File: config.mk
export PLATFORM = sky130hd
export DESIGN_NAME = adc_dual_reader
export DESIGN_NICKNAME = d
export VERILOG_FILES = /design/src/rtl/adc_dual_pkg.sv /design/src/rtl/sync_2ff.sv /design/src/rtl/adc_dual_reader.sv
export SDC_FILE = /design/constraint.sdc
export NUM_CORES = 1
export LEC_CHECK = 0
export ABC_AREA = 0
export CAP_MARGIN = 20
export CORE_MARGIN = 2
export CORE_UTILIZATION = 45
export CTS_CLUSTER_DIAMETER = 100
export DETAILED_ROUTE_END_ITERATION = 12
export GPL_ROUTABILITY_DRIVEN = 0
export PLACE_DENSITY = 0.66
export SETUP_SLACK_MARGIN = 0.4
export SYNTH_ARGS = -nofsm -noshare
export SYNTH_HDL_FRONTEND = slang
export SYNTH_SLANG_ARGS = --single-unit
File: constraint.sdc
create_clock -name CLK -period 4.3 [get_ports CLK]
set_clock_uncertainty 0.2 [all_clocks]
set_input_delay 0.645 -clock CLK [delete_from_list [all_inputs] [get_ports CLK]]
set_output_delay 0.645 -clock CLK [all_outputs]
set_load 0.1 [all_outputs]
File: src/rtl/adc_dual_pkg.sv
// Shared types and sizing helpers for the dual-channel SAR ADC reader.
`timescale 1ns/1ps
package adc_dual_pkg;

  typedef enum logic [2:0] {
    IDLE    = 3'd0,
    CONV    = 3'd1,
    WAIT_HI = 3'd2,
    WAIT_LO = 3'd3,
    CS_SET  = 3'd4,
    SHIFT   = 3'd5,
    DONE    = 3'd6
  } state_t;

  localparam int DEF_DATA_WIDTH = 14;
  localparam int DEF_CNV_LOW    = 4;
  localparam int DEF_SCLK_HALF  = 3;
  localparam int DEF_CS_SETUP   = 2;
  localparam int DEF_TIMEOUT    = 200;

  // Bits needed for a down-counter that is loaded with (max_val - 1).
  function automatic int cnt_w(input int max_val);
    return (max_val < 2) ? 1 : $clog2(max_val);
  endfunction

  function automatic int max3(input int a, input int b, input int c);
    int m;
    m = (a > b) ? a : b;
    return (m > c) ? m : c;
  endfunction

endpackage

File: src/rtl/sync_2ff.sv
// Two-flop synchronizer for a single asynchronous level, cleared to 0 on reset.
`timescale 1ns/1ps
module sync_2ff (
  input  logic clk,
  input  logic rst,
  input  logic d,
  output logic q
);

  logic meta_q, meta_d;
  logic sync_q, sync_d;

  always_comb begin
    meta_d = d;
    sync_d = meta_q;
  end

  always_ff @(posedge clk) begin
    if (rst) begin
      meta_q <= 1'b0;
      sync_q <= 1'b0;
    end else begin
      meta_q <= meta_d;
      sync_q <= sync_d;
    end
  end

  assign q = sync_q;

endmodule

File: src/rtl/adc_dual_reader.sv
// Conversion + dual serial readout controller for a two-channel SAR ADC.
// state   | meaning
// IDLE    | waiting for START, READY high
// CONV    | CNVST_ADC held low
// WAIT_HI | waiting for synchronized BUSY to assert (timed)
// WAIT_LO | waiting for synchronized BUSY to release (timed)
// CS_SET  | CS_ADC low, SCLK_ADC high, setup before first fall
// SHIFT   | clocking DATA_WIDTH bits out of both channels
// DONE    | CS_ADC released, result words loaded, VALID pulsed
`timescale 1ns/1ps
module adc_dual_reader
  import adc_dual_pkg::*;
#(
  parameter int DATA_WIDTH = DEF_DATA_WIDTH,
  parameter int CNV_LOW    = DEF_CNV_LOW,
  parameter int SCLK_HALF  = DEF_SCLK_HALF,
  parameter int CS_SETUP   = DEF_CS_SETUP,
  parameter int TIMEOUT    = DEF_TIMEOUT
) (
  input  logic                  CLK,
  input  logic                  RST,
  input  logic                  START,
  output logic                  READY,
  output logic                  CNVST_ADC,
  output logic                  CS_ADC,
  output logic                  SCLK_ADC,
  input  logic                  BUSY_ADC,
  input  logic                  DOUTA_ADC,
  input  logic                  DOUTB_ADC,
  output logic [DATA_WIDTH-1:0] DATA_A,
  output logic [DATA_WIDTH-1:0] DATA_B,
  output logic                  VALID,
  output logic                  ERR
);

  localparam int TMR_W  = cnt_w(max3(TIMEOUT, CNV_LOW, CS_SETUP));
  localparam int HALF_W = cnt_w(SCLK_HALF);
  localparam int BIT_W  = cnt_w(DATA_WIDTH);

  localparam logic [TMR_W-1:0]  TMR_CNV   = TMR_W'(CNV_LOW - 1);
  localparam logic [TMR_W-1:0]  TMR_TO    = TMR_W'(TIMEOUT - 1);
  localparam logic [TMR_W-1:0]  TMR_CSS   = TMR_W'(CS_SETUP - 1);
  localparam logic [TMR_W-1:0]  TMR_ONE   = TMR_W'(1);
  localparam logic [HALF_W-1:0] HALF_LOAD = HALF_W'(SCLK_HALF - 1);
  localparam logic [HALF_W-1:0] HALF_ONE  = HALF_W'(1);
  localparam logic [BIT_W-1:0]  BIT_LOAD  = BIT_W'(DATA_WIDTH - 1);
  localparam logic [BIT_W-1:0]  BIT_ONE   = BIT_W'(1);

  state_t                state_q, state_d;
  logic [TMR_W-1:0]      tmr_q, tmr_d;
  logic [HALF_W-1:0]     half_q, half_d;
  logic [BIT_W-1:0]      bit_q, bit_d;
  logic                  cnvst_q, cnvst_d;
  logic                  cs_q, cs_d;
  logic                  sclk_q, sclk_d;
  logic [DATA_WIDTH-1:0] sh_a_q, sh_a_d;
  logic [DATA_WIDTH-1:0] sh_b_q, sh_b_d;
  logic [DATA_WIDTH-1:0] data_a_q, data_a_d;
  logic [DATA_WIDTH-1:0] data_b_q, data_b_d;
  logic                  valid_q, valid_d;
  logic                  err_q, err_d;
  logic                  busy_s;

  sync_2ff u_busy_sync (
    .clk (CLK),
    .rst (RST),
    .d   (BUSY_ADC),
    .q   (busy_s)
  );

  always_comb begin
    state_d  = state_q;
    tmr_d    = tmr_q;
    half_d   = half_q;
    bit_d    = bit_q;
    cnvst_d  = cnvst_q;
    cs_d     = cs_q;
    sclk_d   = sclk_q;
    sh_a_d   = sh_a_q;
    sh_b_d   = sh_b_q;
    data_a_d = data_a_q;
    data_b_d = data_b_q;
    valid_d  = 1'b0;
    err_d    = 1'b0;

    case (state_q)
      IDLE: begin
        if (START) begin
          state_d = CONV;
          cnvst_d = 1'b0;
          tmr_d   = TMR_CNV;
        end
      end

      CONV: begin
        if (tmr_q == '0) begin
          state_d = WAIT_HI;
          cnvst_d = 1'b1;
          tmr_d   = TMR_TO;
        end else begin
          tmr_d = tmr_q - TMR_ONE;
        end
      end

      WAIT_HI: begin
        if (busy_s) begin
          state_d = WAIT_LO;
          tmr_d   = TMR_TO;
        end else if (tmr_q == '0) begin
          state_d = IDLE;
          err_d   = 1'b1;
          cnvst_d = 1'b1;
          cs_d    = 1'b1;
          sclk_d  = 1'b1;
        end else begin
          tmr_d = tmr_q - TMR_ONE;
        end
      end

      WAIT_LO: begin
        if (!busy_s) begin
          state_d = CS_SET;
          cs_d    = 1'b0;
          tmr_d   = TMR_CSS;
        end else if (tmr_q == '0) begin
          state_d = IDLE;
          err_d   = 1'b1;
          cnvst_d = 1'b1;
          cs_d    = 1'b1;
          sclk_d  = 1'b1;
        end else begin
          tmr_d = tmr_q - TMR_ONE;
        end
      end

      // The first falling edge also captures the MSB the ADC presented when BUSY fell.
      CS_SET: begin
        if (tmr_q == '0) begin
          state_d = SHIFT;
          sclk_d  = 1'b0;
          half_d  = HALF_LOAD;
          bit_d   = BIT_LOAD;
          sh_a_d  = {sh_a_q[DATA_WIDTH-2:0], DOUTA_ADC};
          sh_b_d  = {sh_b_q[DATA_WIDTH-2:0], DOUTB_ADC};
        end else begin
          tmr_d = tmr_q - TMR_ONE;
        end
      end

      SHIFT: begin
        if (half_q != '0) begin
          half_d = half_q - HALF_ONE;
        end else if (!sclk_q) begin
          sclk_d = 1'b1;
          half_d = HALF_LOAD;
        end else if (bit_q == '0) begin
          state_d  = DONE;
          cs_d     = 1'b1;
          data_a_d = sh_a_q;
          data_b_d = sh_b_q;
          valid_d  = 1'b1;
        end else begin
          bit_d  = bit_q - BIT_ONE;
          sclk_d = 1'b0;
          half_d = HALF_LOAD;
          sh_a_d = {sh_a_q[DATA_WIDTH-2:0], DOUTA_ADC};
          sh_b_d = {sh_b_q[DATA_WIDTH-2:0], DOUTB_ADC};
        end
      end

      DONE: begin
        state_d = IDLE;
      end

      default: begin
        state_d = IDLE;
        cnvst_d = 1'b1;
        cs_d    = 1'b1;
        sclk_d  = 1'b1;
      end
    endcase
  end

  always_ff @(posedge CLK) begin
    if (RST) begin
      state_q  <= IDLE;
      tmr_q    <= '0;
      half_q   <= '0;
      bit_q    <= '0;
      cnvst_q  <= 1'b1;
      cs_q     <= 1'b1;
      sclk_q   <= 1'b1;
      sh_a_q   <= '0;
      sh_b_q   <= '0;
      data_a_q <= '0;
      data_b_q <= '0;
      valid_q  <= 1'b0;
      err_q    <= 1'b0;
    end else begin
      state_q  <= state_d;
      tmr_q    <= tmr_d;
      half_q   <= half_d;
      bit_q    <= bit_d;
      cnvst_q  <= cnvst_d;
      cs_q     <= cs_d;
      sclk_q   <= sclk_d;
      sh_a_q   <= sh_a_d;
      sh_b_q   <= sh_b_d;
      data_a_q <= data_a_d;
      data_b_q <= data_b_d;
      valid_q  <= valid_d;
      err_q    <= err_d;
    end
  end

  assign READY     = (state_q == IDLE);
  assign CNVST_ADC = cnvst_q;
  assign CS_ADC    = cs_q;
  assign SCLK_ADC  = sclk_q;
  assign DATA_A    = data_a_q;
  assign DATA_B    = data_b_q;
  assign VALID     = valid_q;
  assign ERR       = err_q;

endmodule

==> results of run 1 <==
layer usage:
metal	part of all wire	vias up	GRT usage
met5	0	-	0
met4	0.015	0	0.07338
met3	0.041	11	0.03040
met2	0.45	59	0.2763
met1	0.50	1334	0.2526
li1	-	1461	-
how the worst max path moves through the flow:
stage,slack [ns],to
after global placement,1.29,READY
after global routing,0.73,READY
after detailed placement,1.25,READY
final,0.88,READY
after CTS,0.86,READY
after floorplan,0.51,tmr_q[6]$_SDFFE_PP0P_
critical path, stage by stage (launching register included):
cell             delay [ns]
dfxtp_1                0.61
nor3_1                 0.43
clkdlybuf4s50_1        1.20
power by group through the flow:
stage	logic (mW)	clock network, mW	registers, mW
2_1_floorplan	0.612	0	0.886
3_3_place_gp	0.728	0	0.903
3_5_place_dp	0.740	0	0.906
4_1_cts	0.744	0.544	0.889
5_1_grt	0.822	0.577	0.907
6_report	0.749	0.524	0.891
area by class of cell:
class	count	area (um^2)	area share
Sequential cell	80	1602	0.3931
Inverter	16	60.06	0.01474
Tap cell	102	127.6	0.03133
Timing Repair Buffer	42	407.9	0.1001
Clock inverter	6	52.55	0.01290
Multi-Input combinational cell	284	1687	0.4140
Clock buffer	10	137.6	0.03378
cells in the final DEF (no fill, tap or decap), drive strengths merged, types with 2 or more instances in the layout:
cell type,count
buf,4
nor3,6
o21ai,9
or4,2
clkbuf,10
nor2b,6
o31ai,3
nor4,5
clkdlybuf4s50,38
nand2,73
ha,6
a21oi,42
a221oi,6
o22ai,7
nand3,6
xnor2,4
a31oi,4
clkinvlp,2
clkinv,3
nand2b,5
and3,3
nor2,41
dfxtp,80
mux2i,31
o32ai,2
nand3b,2
nor3b,3
inv,17
state kept, by name, summed over array words and instances (netlist names):
| signal | cells |
|---|---|
| CNVST_ADC | 1 |
| half_q | 2 |
| ERR | 1 |
| u_busy_sync.meta_q | 1 |
| tmr_q | 8 |
| DATA_B | 14 |
| u_busy_sync.q | 1 |
| DATA_A | 14 |
| VALID | 1 |
| CS_ADC | 1 |
| bit_q | 4 |
| SCLK_ADC | 1 |
| sh_b_q | 14 |
| state_q | 3 |
| sh_a_q | 14 |
cell families after synthesis:
family | count (synthesis)
buffers and inverters | 43
adders and majority gates | 6
xor gates and xnor gates | 4
and+or+nand+nor | 154
muxes | 32
DFF | 80
AOI/OAI and AO/OA | 88
==> results.toml, run 1 <==
[run_status]
status = "finished clean"

[routing]
drc_errors = 0
wl_per_cell_um = 13.45
vias_per_cell = 5.306
drtAntennaViolNets = 0
wl_um = 7265
dr.pass1.iters = 4
detail_route.iter0.violations = 236
vias = 2865

[yosys]
ys_types = 53
synth_area_um2 = 3481
synthSimpleGateAreaFrac = 0.1977
synth.most_common_cell = "dfxtp_1"
ys_seq_area_frac = 0.4601
ys_ff_latch = 80
synth_mux_area_frac = 0.09238
synth_top_cell_by_area = "dfxtp_1"
async_reset_ff_frac = 0
syn_nets = 419
synthAdderAreaFrac = 0.02157
synthTopCellsByCount = "dfxtp_1 (80), nand2_1 (72), a21oi_1 (42), nor2_1 (40), mux2i_1 (31)"
synthCells = 407
synth_area_per_cell_um2 = 8.552
synth_top_cell_area_share = 0.4601
ys_warn_count = 0
synth_flop_cell = "dfxtp_1"
synth_top_family_by_area = "simple AND/OR/NAND/NOR gates"
synth_edf_count = 0
synth-xor-area-share = 0.01006
synth_compound_area_frac = 0.1621
synthTopCellsByArea = "dfxtp_1 (46%), mux2i_1 (8.9%), nand2_1 (7.8%), a21oi_1 (6.0%), nor2_1 (4.3%)"

[floorplanning]
initial_utilization = 0.4576
die_h_um = 91.95
placeableCoreArea_um2 = 7607
num_rows = 32
dieArea_um2 = 8455
die_w_um = 91.95
pin_count = 40

[timing]
timing_worst_slew_pin_value_ns = 0.9986
final.period_utilization = 0.7957
slew_headroom = 0.3322
min_period_ns = 3.421
whs_ns = 0.2396
finalMaxSlewViolations = 0
finalHoldViolations = 0
finalWorstSetupSlack_ns = 0.8786
setup_viol = 0
fin_setup_tns_ns = 0
timing.fmax_ghz = 0.2923
rsz0062_at_grt = "no"

[worst_setup_path]
required_ns = 3.45
crit_start = "state_q[0]$_SDFFE_PP0P_"
startpoint_type = "register"
worst-r2r-cell-count = 7
criticalPathCategory = "reg2out"
arrival_ns = 2.58
rrSetupSlack_ns = 1.49
path_max_fanout = 27
timing.rr.end = "sh_a_q[2]$_SDFFE_PP0P_"
end_kind = "output port"
r2r-start = "tmr_q[0]$_SDFFE_PP0P_"

[cts]
htreeDepth = 3
post-cts-setup-buffers = 0
cts_inserted_buffers = 9
clk_path_buf_depth = 2
clkTransAtPathRegs_ns = 0.08
cts_tree = "yes"
cts.sinks = 80
insertion_delay_ns = 0.35
cts_resized = 0
cts-root-buf = "clkbuf_8"
ctsHoldBuffers = 0

[grt]
grt_first_pass_wirelength_um = 12390
grt_usage = 0.1802
antenna_found_initial = 0
grt_max_degree = 50
grt_pass1_vias = 2677
overflow = 0

[final_layout]
syn2layout_area_growth_pct = 17.04
drive_gt1_frac = 0.06849
fillers = 717
utilization = 0.5355
layout.cells.non_filler = 540
nNetsFinal = 445
diodes = 0
fin_area_um2 = 4074

[power]
swShare = 0.3954
powerDensity_nw_per_um2 = 531.1
power_leakage_nw = 1.604
p_total_mw = 2.164
ir_worst_vdd_mv = 0.2140
p_seq_frac = 0.412
power.switching_mw = 0.8555
cell_internal_pwr_mw = 1.308
pwr-share-comb = 0.346
clock_power_share = 0.242

[job]
cap_violations = 0

[place]
dp.cells = 524
post-place-ws_ns = 1.252
port_buffers = 39
postPlaceCellArea_um2 = 3884
place_hpwl_um = 4695

[worst_hold_path]
holdPathStages = 1
hp-start = "u_busy_sync.meta_q$_SDFF_PP0_"
hold_path_end = "u_busy_sync.q$_SDFF_PP0_"
worstHoldPathType = "reg2reg"
Note: power is estimated with default switching activity, not from simulation.
==> run 2: changes to the inputs <==
--- a/config.mk
+++ b/config.mk
@@ -12,7 +12,7 @@
 export CTS_CLUSTER_DIAMETER = 100
 export DETAILED_ROUTE_END_ITERATION = 12
 export GPL_ROUTABILITY_DRIVEN = 0
-export PLACE_DENSITY = 0.66
+export PLACE_DENSITY = 0.69
 export SETUP_SLACK_MARGIN = 0.4
 export SYNTH_ARGS = -nofsm -noshare
 export SYNTH_HDL_FRONTEND = slang
==> constraint.sdc (replaced) <==
create_clock -name CLK -period 3.14 [get_ports CLK]
set_clock_uncertainty 0.2 [all_clocks]
set_input_delay 0.471 -clock CLK [delete_from_list [all_inputs] [get_ports CLK]]
set_output_delay 0.471 -clock CLK [all_outputs]
set_load 0.1 [all_outputs]
==> results.toml, run 2 (synthesis gave the netlist of run 1 again) <==
[grt]
grt_usage = 0.1860
antenna_found_initial = 0
grt_pass1_vias = 2713
grt_max_degree = 32
overflow = 0
grt_first_pass_wirelength_um = 12890

[worst_setup_path]
end_kind = "register"
critPathMostFrequentCell = "ha_1"
startpoint_type = "register"
worstSetupEndpoint = "tmr_q[0]$_SDFFE_PP0P_"
rrSetupSlack_ns = 0.57
r2r-start = "tmr_q[1]$_SDFFE_PP0P_"
cp.depth = 9
required_ns = 3.19
arrival_ns = 2.63
max_stage_delay_ns = 0.44
timing.rr.end = "tmr_q[0]$_SDFFE_PP0P_"
cpMaxStageDelayCell = "or3b_4"
crit_start = "tmr_q[1]$_SDFFE_PP0P_"
criticalPathCategory = "reg2reg"
path_max_fanout = 9
critical_path_buf_inv_count = 2
worst-r2r-cell-count = 9
cp_top_family = "simple AND/OR/NAND/NOR gates"
cp_cell_sequence = "inv_1, ha_1, or3b_4, nor2_4, inv_2, ha_1, nor3_1, a21oi_1, o221a_2"

[final_layout]
multi_input_area_um2 = 1700
fin_area_um2 = 4085
syn2layout_area_growth_pct = 17.36
layout_common_cells = "dfxtp_1 (80), nand2_1 (72), buf_4 (45), a21oi_1 (42), nor2_1 (40)"
layout.cells.non_filler = 548
utilization = 0.5370
ff_latch_area_um2 = 1602
diodes = 0
final_common_cell = "dfxtp_1"
fillers = 742
nNetsFinal = 453
drive_gt1_frac = 0.1637

[cts]
htreeDepth = 3
insertion_delay_ns = 0.35
cts-root-buf = "clkbuf_8"
cts_tree = "yes"
clkTransAtPathRegs_ns = 0.09
ctsHoldBuffers = 0
cts.sinks = 80
cts_inserted_buffers = 9
clk_path_buf_depth = 2

[routing]
dr.pass1.iters = 4
vias = 2929
drc_errors = 0
detail_route.iter0.violations = 199
wl_per_cell_um = 13.77
vias_per_cell = 5.345
wl_um = 7544
drtAntennaViolNets = 0

[timing]
timing_worst_slew_pin_value_ns = 0.6213
timing.fmax_ghz = 0.3887
finalHoldViolations = 0
setup_viol = 0
slew_headroom = 0.5853
finalMaxSlewViolations = 0
rsz0062_at_grt = "no"
fin_setup_tns_ns = 0
final.period_utilization = 0.8193
min_period_ns = 2.573

[place]
place_hpwl_um = 4894
postPlaceCellArea_um2 = 3862
dp.cells = 531
port_buffers = 39

[job]
cap_violations = 0

[floorplanning]
die_h_um = 91.95
die_w_um = 91.95
dieArea_um2 = 8455
pin_count = 40
initial_utilization = 0.4576
num_rows = 32
placeableCoreArea_um2 = 7607

[power]
ir_worst_vdd_mv = 0.3366
powerDensity_nw_per_um2 = 768.7
power_leakage_nw = 1.725

[run_status]
status = "finished clean"

[worst_hold_path]
worstHoldPathType = "reg2reg"
[run 2: cell type report]
class	count	area share
clock buffers	10	0.03369
clock inverters	6	0.01838
inverters	16	0.01470
multi-input cells	284	0.4162
flip-flops and latches	80	0.3920
well taps	102	0.03124
repair buffers	50	0.09372
[run 2: how the worst min path moves through the flow]
stage,start,end,slack (ns),depth (start not counted)
after floorplan,u_busy_sync.meta_q$_SDFF_PP0_,u_busy_sync.q$_SDFF_PP0_,0.21,1
after global placement,u_busy_sync.meta_q$_SDFF_PP0_,u_busy_sync.q$_SDFF_PP0_,0.22,1
after detailed placement,u_busy_sync.meta_q$_SDFF_PP0_,u_busy_sync.q$_SDFF_PP0_,0.24,1
after CTS,u_busy_sync.meta_q$_SDFF_PP0_,u_busy_sync.q$_SDFF_PP0_,0.26,1
after global routing,u_busy_sync.meta_q$_SDFF_PP0_,u_busy_sync.q$_SDFF_PP0_,0.27,1
final,u_busy_sync.meta_q$_SDFF_PP0_,u_busy_sync.q$_SDFF_PP0_,0.25,1
[run 2: worst reg2reg max path, cell delays in order, from the launching register on]
cell and delay, ns:
dfxtp_1 0.38, inv_1 0.12, ha_1 0.22, or3b_4 0.45, nor2_4 0.18, inv_2 0.12
ha_1 0.32, nor3_1 0.18, a21oi_1 0.06, o221a_2 0.24
[run 2: power by group]
group	internal (mW)	leakage, nW	switching, mW	total, mW
Clock	0.400	0.105	0.407	0.807
Combinational	0.447	0.973	0.686	1.13
Sequential	1.08	0.647	0.120	1.20
Total	1.93	1.72	1.21	3.14
[run 2: metrics by stage]
| stage | setup WS, ns | power (mW) | hold slack [ns] |
|---|---|---|---|
| after floorplan | 0.7136 | 2.064 | 0.2138 |
| after global placement | 0.6153 | 2.281 | 0.2189 |
| after detailed placement | 0.5173 | 2.302 | 0.2360 |
| after CTS | 0.4984 | 3.109 | 0.2560 |
| after global routing | 0.4736 | 3.303 | 0.2708 |
| final | 0.5675 | 3.140 | 0.2494 |
[run 2: layer usage]
layer	routed length, um	part of all wire	vias up	global-route usage
li1	-	-	1481	-
met1	3751	0.50	1370	0.2579
met2	3354	0.44	65	0.2892
met3	334	0.044	13	0.05094
met4	103	0.014	0	0.04478
met5	0	0	-	0
[run 2: what timing repair did]
action	in CTS	in global routing
setup buffers	0	1
endpoints found under the setup margin	0	1
resized for setup	0	1
==> run 3: changes to the inputs <==
==> constraint.sdc (replaced) <==
create_clock -name CLK -period 2.29 [get_ports CLK]
set_clock_uncertainty 0.2 [all_clocks]
set_input_delay 0.3435 -clock CLK [delete_from_list [all_inputs] [get_ports CLK]]
set_output_delay 0.3435 -clock CLK [all_outputs]
set_load 0.1 [all_outputs]
==> results.toml, run 3 (synthesis gave the netlist of run 1 again) <==
[worst_setup_path]
path_max_fanout = 4
required_ns = 2.40
critical_path_buf_inv_count = 2
end_kind = "register"
worst-r2r-cell-count = 9
max_stage_delay_ns = 0.42
rrSetupSlack_ns = 0.12
cp_cell_sequence = "inv_4, ha_4, or3b_4, nor2_4, inv_4, ha_4, o22ai_2, a21oi_1, o221a_2"
timing.rr.end = "tmr_q[0]$_SDFFE_PP0P_"
arrival_ns = 2.28
cpMaxStageDelayCell = "or3b_4"
cp_top_family = "simple AND/OR/NAND/NOR gates"
startpoint_type = "register"
r2r-start = "tmr_q[1]$_SDFFE_PP0P_"
criticalPathCategory = "reg2reg"

[routing]
wl_met2_um = 4307
wl_um = 8949
highest_layer = "met4"
detail_route.iter0.violations = 214
drtAntennaViolNets = 0
vias = 3174
vias_per_cell = 5.407
dr.pass1.iters = 5
drc_errors = 0
m1WireLength_um = 4010
wl_per_cell_um = 15.25
met3_length_um = 462

[grt]
overflow = 0
grt_first_pass_wirelength_um = 14190
antenna_found_initial = 0
grt_pass1_vias = 2921
grt_usage = 0.2090
grt_max_degree = 41

[power]
ir_worst_vdd_mv = 0.5583
pwr-share-comb = 0.481
clock_power_share = 0.230
powerDensity_nw_per_um2 = 1131
power_leakage_nw = 2.198
p_seq_frac = 0.288
cell_internal_pwr_mw = 3.512
power.switching_mw = 2.053
swShare = 0.3689

[run_status]
status = "finished clean"

[timing]
final.period_utilization = 0.9488
timing.fmax_ghz = 0.4602
rsz0062_at_grt = "yes"
slew_headroom = 0.5760
fin_setup_tns_ns = 0
setup_viol = 0
finalHoldViolations = 0
finalMaxSlewViolations = 0
min_period_ns = 2.173
timing_worst_slew_pin_value_ns = 0.6301

[worst_hold_path]
holdPathStages = 2
worstHoldPathType = "in2reg"
hold_path_end = "tmr_q[7]$_SDFFE_PP0P_"
hp-start = "RST"

[floorplanning]
initial_utilization = 0.4576
num_rows = 32
die_h_um = 91.95
pin_count = 40
dieArea_um2 = 8455
die_w_um = 91.95
placeableCoreArea_um2 = 7607

[final_layout]
nNetsFinal = 492
final_common_cell = "dfxtp_1"
utilization = 0.6469
drive_gt1_frac = 0.3649
syn2layout_area_growth_pct = 41.37
fillers = 625
layout_common_cells = "dfxtp_1 (70), buf_4 (66), nand2_1 (60), nor2_1 (39)"
diodes = 0

[cts]
cts_inserted_buffers = 9
cts.sinks = 80
cts_tree = "yes"
ctsHoldBuffers = 0
cts-root-buf = "clkbuf_8"
clk_path_buf_depth = 2
insertion_delay_ns = 0.36
htreeDepth = 3
clkTransAtPathRegs_ns = 0.09

[place]
port_buffers = 39
place_hpwl_um = 5101

[job]
cap_violations = 0
## run 3: changes by cell type in the layout (fill, tap and decap cells not counted), sizes merged
cell | before | now
buf | 46 | 85
bufinv | 1 | 3
clkinv | 3 | 1
## run 3: repair_timing
action / CTS / global route
cloned: 2 / 0
pin swaps: 8 / 35
resized for setup: 40 / 59
buffers inserted: 23 / 9
setup endpoints to repair: 73 / 75
## run 3: worst max-delay path by stage
stage / start / end / cells after the start
after global placement: START / tmr_q[6]$_SDFFE_PP0P_ / 6
after global routing: tmr_q[1]$_SDFFE_PP0P_ / tmr_q[0]$_SDFFE_PP0P_ / 9
after CTS: tmr_q[1]$_SDFFE_PP0P_ / sh_a_q[3]$_SDFFE_PP0P_ / 8
final: tmr_q[1]$_SDFFE_PP0P_ / tmr_q[0]$_SDFFE_PP0P_ / 9
after floorplan: state_q[1]$_SDFFE_PP0P_ / tmr_q[6]$_SDFFE_PP0P_ / 6
after detailed placement: START / tmr_q[6]$_SDFFE_PP0P_ / 6
## run 3: layout make-up
cell class	instances	area (um^2)	share of cell area
clock inverters	6	115.1	0.02339
flip-flops and latches	80	1632	0.3316
well taps	102	127.6	0.02593
inverters	16	70.07	0.01424
repair buffers	89	814.5	0.1655
multi-input cells	284	2034	0.4134
clock buffers	10	127.6	0.02593
## run 3: power by group through the flow
stage               sequential (mW)  clock (mW)  combinational, mW
floorplan                      1.68           0               1.28
global placement               1.65           0               1.73
detailed placement             1.66           0               1.75
CTS                            1.60        1.29               2.18
global route                   1.62        1.35               2.82
finish                         1.60        1.28               2.68
## run 3: layer usage
| metal | global-route usage | vias to the layer above |
|---|---|---|
| met5 | 0 | - |
| met1 | 0.2867 | 1520 |
| li1 | - | 1559 |
| met3 | 0.03369 | 15 |
| met2 | 0.3321 | 80 |
| met4 | 0.07836 | 0 |
## run 3: metrics by stage
step	power [mW]	area, um^2	instances	hold slack (ns)	worst slack (ns)
after global routing	5.782	4921	587	0.08992	0.05024
after CTS	5.064	4596	578	0.06887	0.1748
after detailed placement	3.406	4010	537	0.2272	0.1368
final	5.565	4921	587	0.07603	0.1172
after floorplan	2.959	3570	407	0.2138	0.08665
after global placement	3.383	4010	537	0.2258	0.1491
==> patch, RTL diff (flow settings as in run 3) <==
Encoding of `state_t`: now one-hot (7 bits for 7 states).
--- a/src/rtl/adc_dual_pkg.sv
+++ b/src/rtl/adc_dual_pkg.sv
@@ -3,12 +3,12 @@
 package adc_dual_pkg;
 
-  typedef enum logic [2:0] {
-    IDLE    = 3'd0,
-    CONV    = 3'd1,
-    WAIT_HI = 3'd2,
-    WAIT_LO = 3'd3,
-    CS_SET  = 3'd4,
-    SHIFT   = 3'd5,
-    DONE    = 3'd6
+  typedef enum logic [6:0] {
+    IDLE    = 7'b0000001,
+    CONV    = 7'b0000010,
+    WAIT_HI = 7'b0000100,
+    WAIT_LO = 7'b0001000,
+    CS_SET  = 7'b0010000,
+    SHIFT   = 7'b0100000,
+    DONE    = 7'b1000000
   } state_t;
 
Behaviour: no difference found for any inputs over 10 cycles, from zero or initial values and one cycle with RST high; not proved beyond that.
==> patch against run 3 <==
  * Wire length rose by 15%
  * Design area rose by 11%
  * Sequential cell count rose by 4
  * Final cell count up 6.3%
  * Area after synthesis up 7.6%
  * Hold slack better by 180 ps
  * Critical path depth down 1
  * Utilization grew 2.6 points
  * Synthesized cell count up 6.4%
  * Largest cell class unchanged
  * Setup slack lost 4.5 ps
Power is not compared: it rests on default switching activity, and its combinational part moved more than twofold at a synthesized area within 25%.
==> patch: results (changes against run 3) <==
Worst hold path
  – Hold Path Stages: 1 (-1)
  – Hold Crit Start: u_busy_sync.meta_q
  – Worst Hold Class: flip-flop to flip-flop

Placement
  – Placement Cell Area: 4290 um2 (+7.1%)
  – # port buffers: 39 (unchanged)
  – Hpwl dp: 5.73 mm (+12%)
  – Dpl ws: -22.5 ps (-159 ps)

Drt
  – Vias per Instance: 5.57 (+3.0%)
  – Iter 0 DRT Violations: 185 (-14%)
  – Post-Route WL: 10.2 mm (+15%)
  – DR pass1 iterations: 4 (-1)

CTS
  – Post-CTS Setup Inserts: 14 (-39%)
  – CTS H-Tree Depth: 3 (unchanged)
  – Total CTS buffers: 9 (unchanged)
  – CTS Buffer Depth: 2 (unchanged)
  – CTS resizes: 39 (-2.5%)
  – CTS clk-pin slew, worst paths: 100 ps
  – Clock root buffer: clkbuf_8
  – Clock latency on the worst-skew pair: 350 ps

GRT
  – Initial antenna violation count: 0 (unchanged)
  – First-pass GRT wire length: 14.9 mm (+5.4%)
  – Total GRT Usage: 21.1% (+0.23 points)
  – Largest net degree at the start of global routing: 38 (-7.3%)
  – Vias in the first global route: 3,136 (+7.4%)

Pwr
  – Leakage power: 2.24 nW
  – Max VDD drop: 0.000409 V
  – Sw frac: 28.3%
  – Seq pwr: 1.48 mW
  – Combinational share of power: 12.8%

Critical path
  – Startpoint Class: flip-flop
  – Worst-path fanout max: 4 (unchanged)
  – Worst R2R Path Depth: 8 (-1)
  – CP arrival: 2220 ps (-60 ps)
  – Worst reg2reg setup slack: 110 ps
  – Reg-to-reg startpoint: tmr_q[1]

Final layout
  – Diode count: 0 (unchanged)
  – Final nets: 525 (+6.7%)
  – Fill cell count: 589 (-5.8%)
  – Layout cell share with drive strength beyond 1: 43.9% (+7.4 points)

Yosys
  – Area contributors post-synth: dfxtp_1 45%, mux2i_1 8.3%, nand2_1 7.3%
  – Synth top cells by count: 84 x dfxtp_1, 73 x nand2_1, 45 x nor2_1
  – Synth Net Count: 444 (+6.0%)
  – Ys async rst share: 0% (unchanged)
  – Yosys cell types: 62 (+17%)
  – Yosys warnings: 0 (unchanged)
  – Sequential cell area fraction in the yosys report: 44.9% (-1.1 points)

Timing
  – Period utilisation layout: 95.1% (+0.20 points)
  – Fin. Hold Viols: 0 (unchanged)
  – Slew headroom: 49.2% (-8.4 points)

Status
  – Run status: complete, no violations
patch: cell type report:
type | count | area (um2) | area share (%)
inverter | 8 | 32.5 | 0.595
sequential | 84 | 1710 | 31.2
tap | 105 | 131 | 2.40
timing repair buffer | 99 | 973 | 17.8
multi-input combinational | 312 | 2440 | 44.6
clock inverter | 7 | 58.8 | 1.08
clock buffer | 9 | 124 | 2.26
patch: path summary, 6_finish.rpt:
| path | endpoint |
|---|---|
| max | SCLK_ADC |
| min | u_busy_sync.q |
| max reg2reg | SCLK_ADC |
| min reg2reg | u_busy_sync.q |
patch: kinds of logic (layout without fill, tap and decap cells):
family                     Yosys count  count (layout)  synth area share [%]
and+or+nand+nor                    186             186                  24.4
DFF                                 84              84                  44.9
muxes                               31              31                  8.28
AOI/OAI and AO/OA                   89              89                  15.7
adders and majority gates            5               5                  1.67
buffers and inverters               37             123                  4.88
xor gates and xnor gates             1               1                 0.234
patch: per-stage QoR:
stage                     hold WS, ps  setup TNS, ps  cells  power (mW)  util (%)
after floorplan                   214              0    433        1.70         -
after global placement            216              0    569        1.77      52.8
after CTS                         254              0    602        2.81      59.4
after global routing              272              0    624        2.96      67.3
after detailed placement          234          -36.4    569        1.77      52.8
final                             257              0    624        2.85      67.3
patch: critical path: stages (launching register included):
cell      delay [ps]
dfxtp_2          340
inv_2             70
ha_4             130
or3b_4           420
nor2_8           130
inv_4             70
a221oi_4         300
a21boi_1         120
a311o_1          280
patch: layer usage:
| metal | GRT usage, % | up-vias | part of all wire [%] |
|---|---|---|---|
| met3 | 5.69 | 18 | 3.2 |
| li1 | - | 1674 | - |
| met5 | 0 | - | 0 |
| met2 | 33.0 | 75 | 50 |
| met1 | 27.6 | 1708 | 45 |
| met4 | 8.57 | 0 | 2.1 |
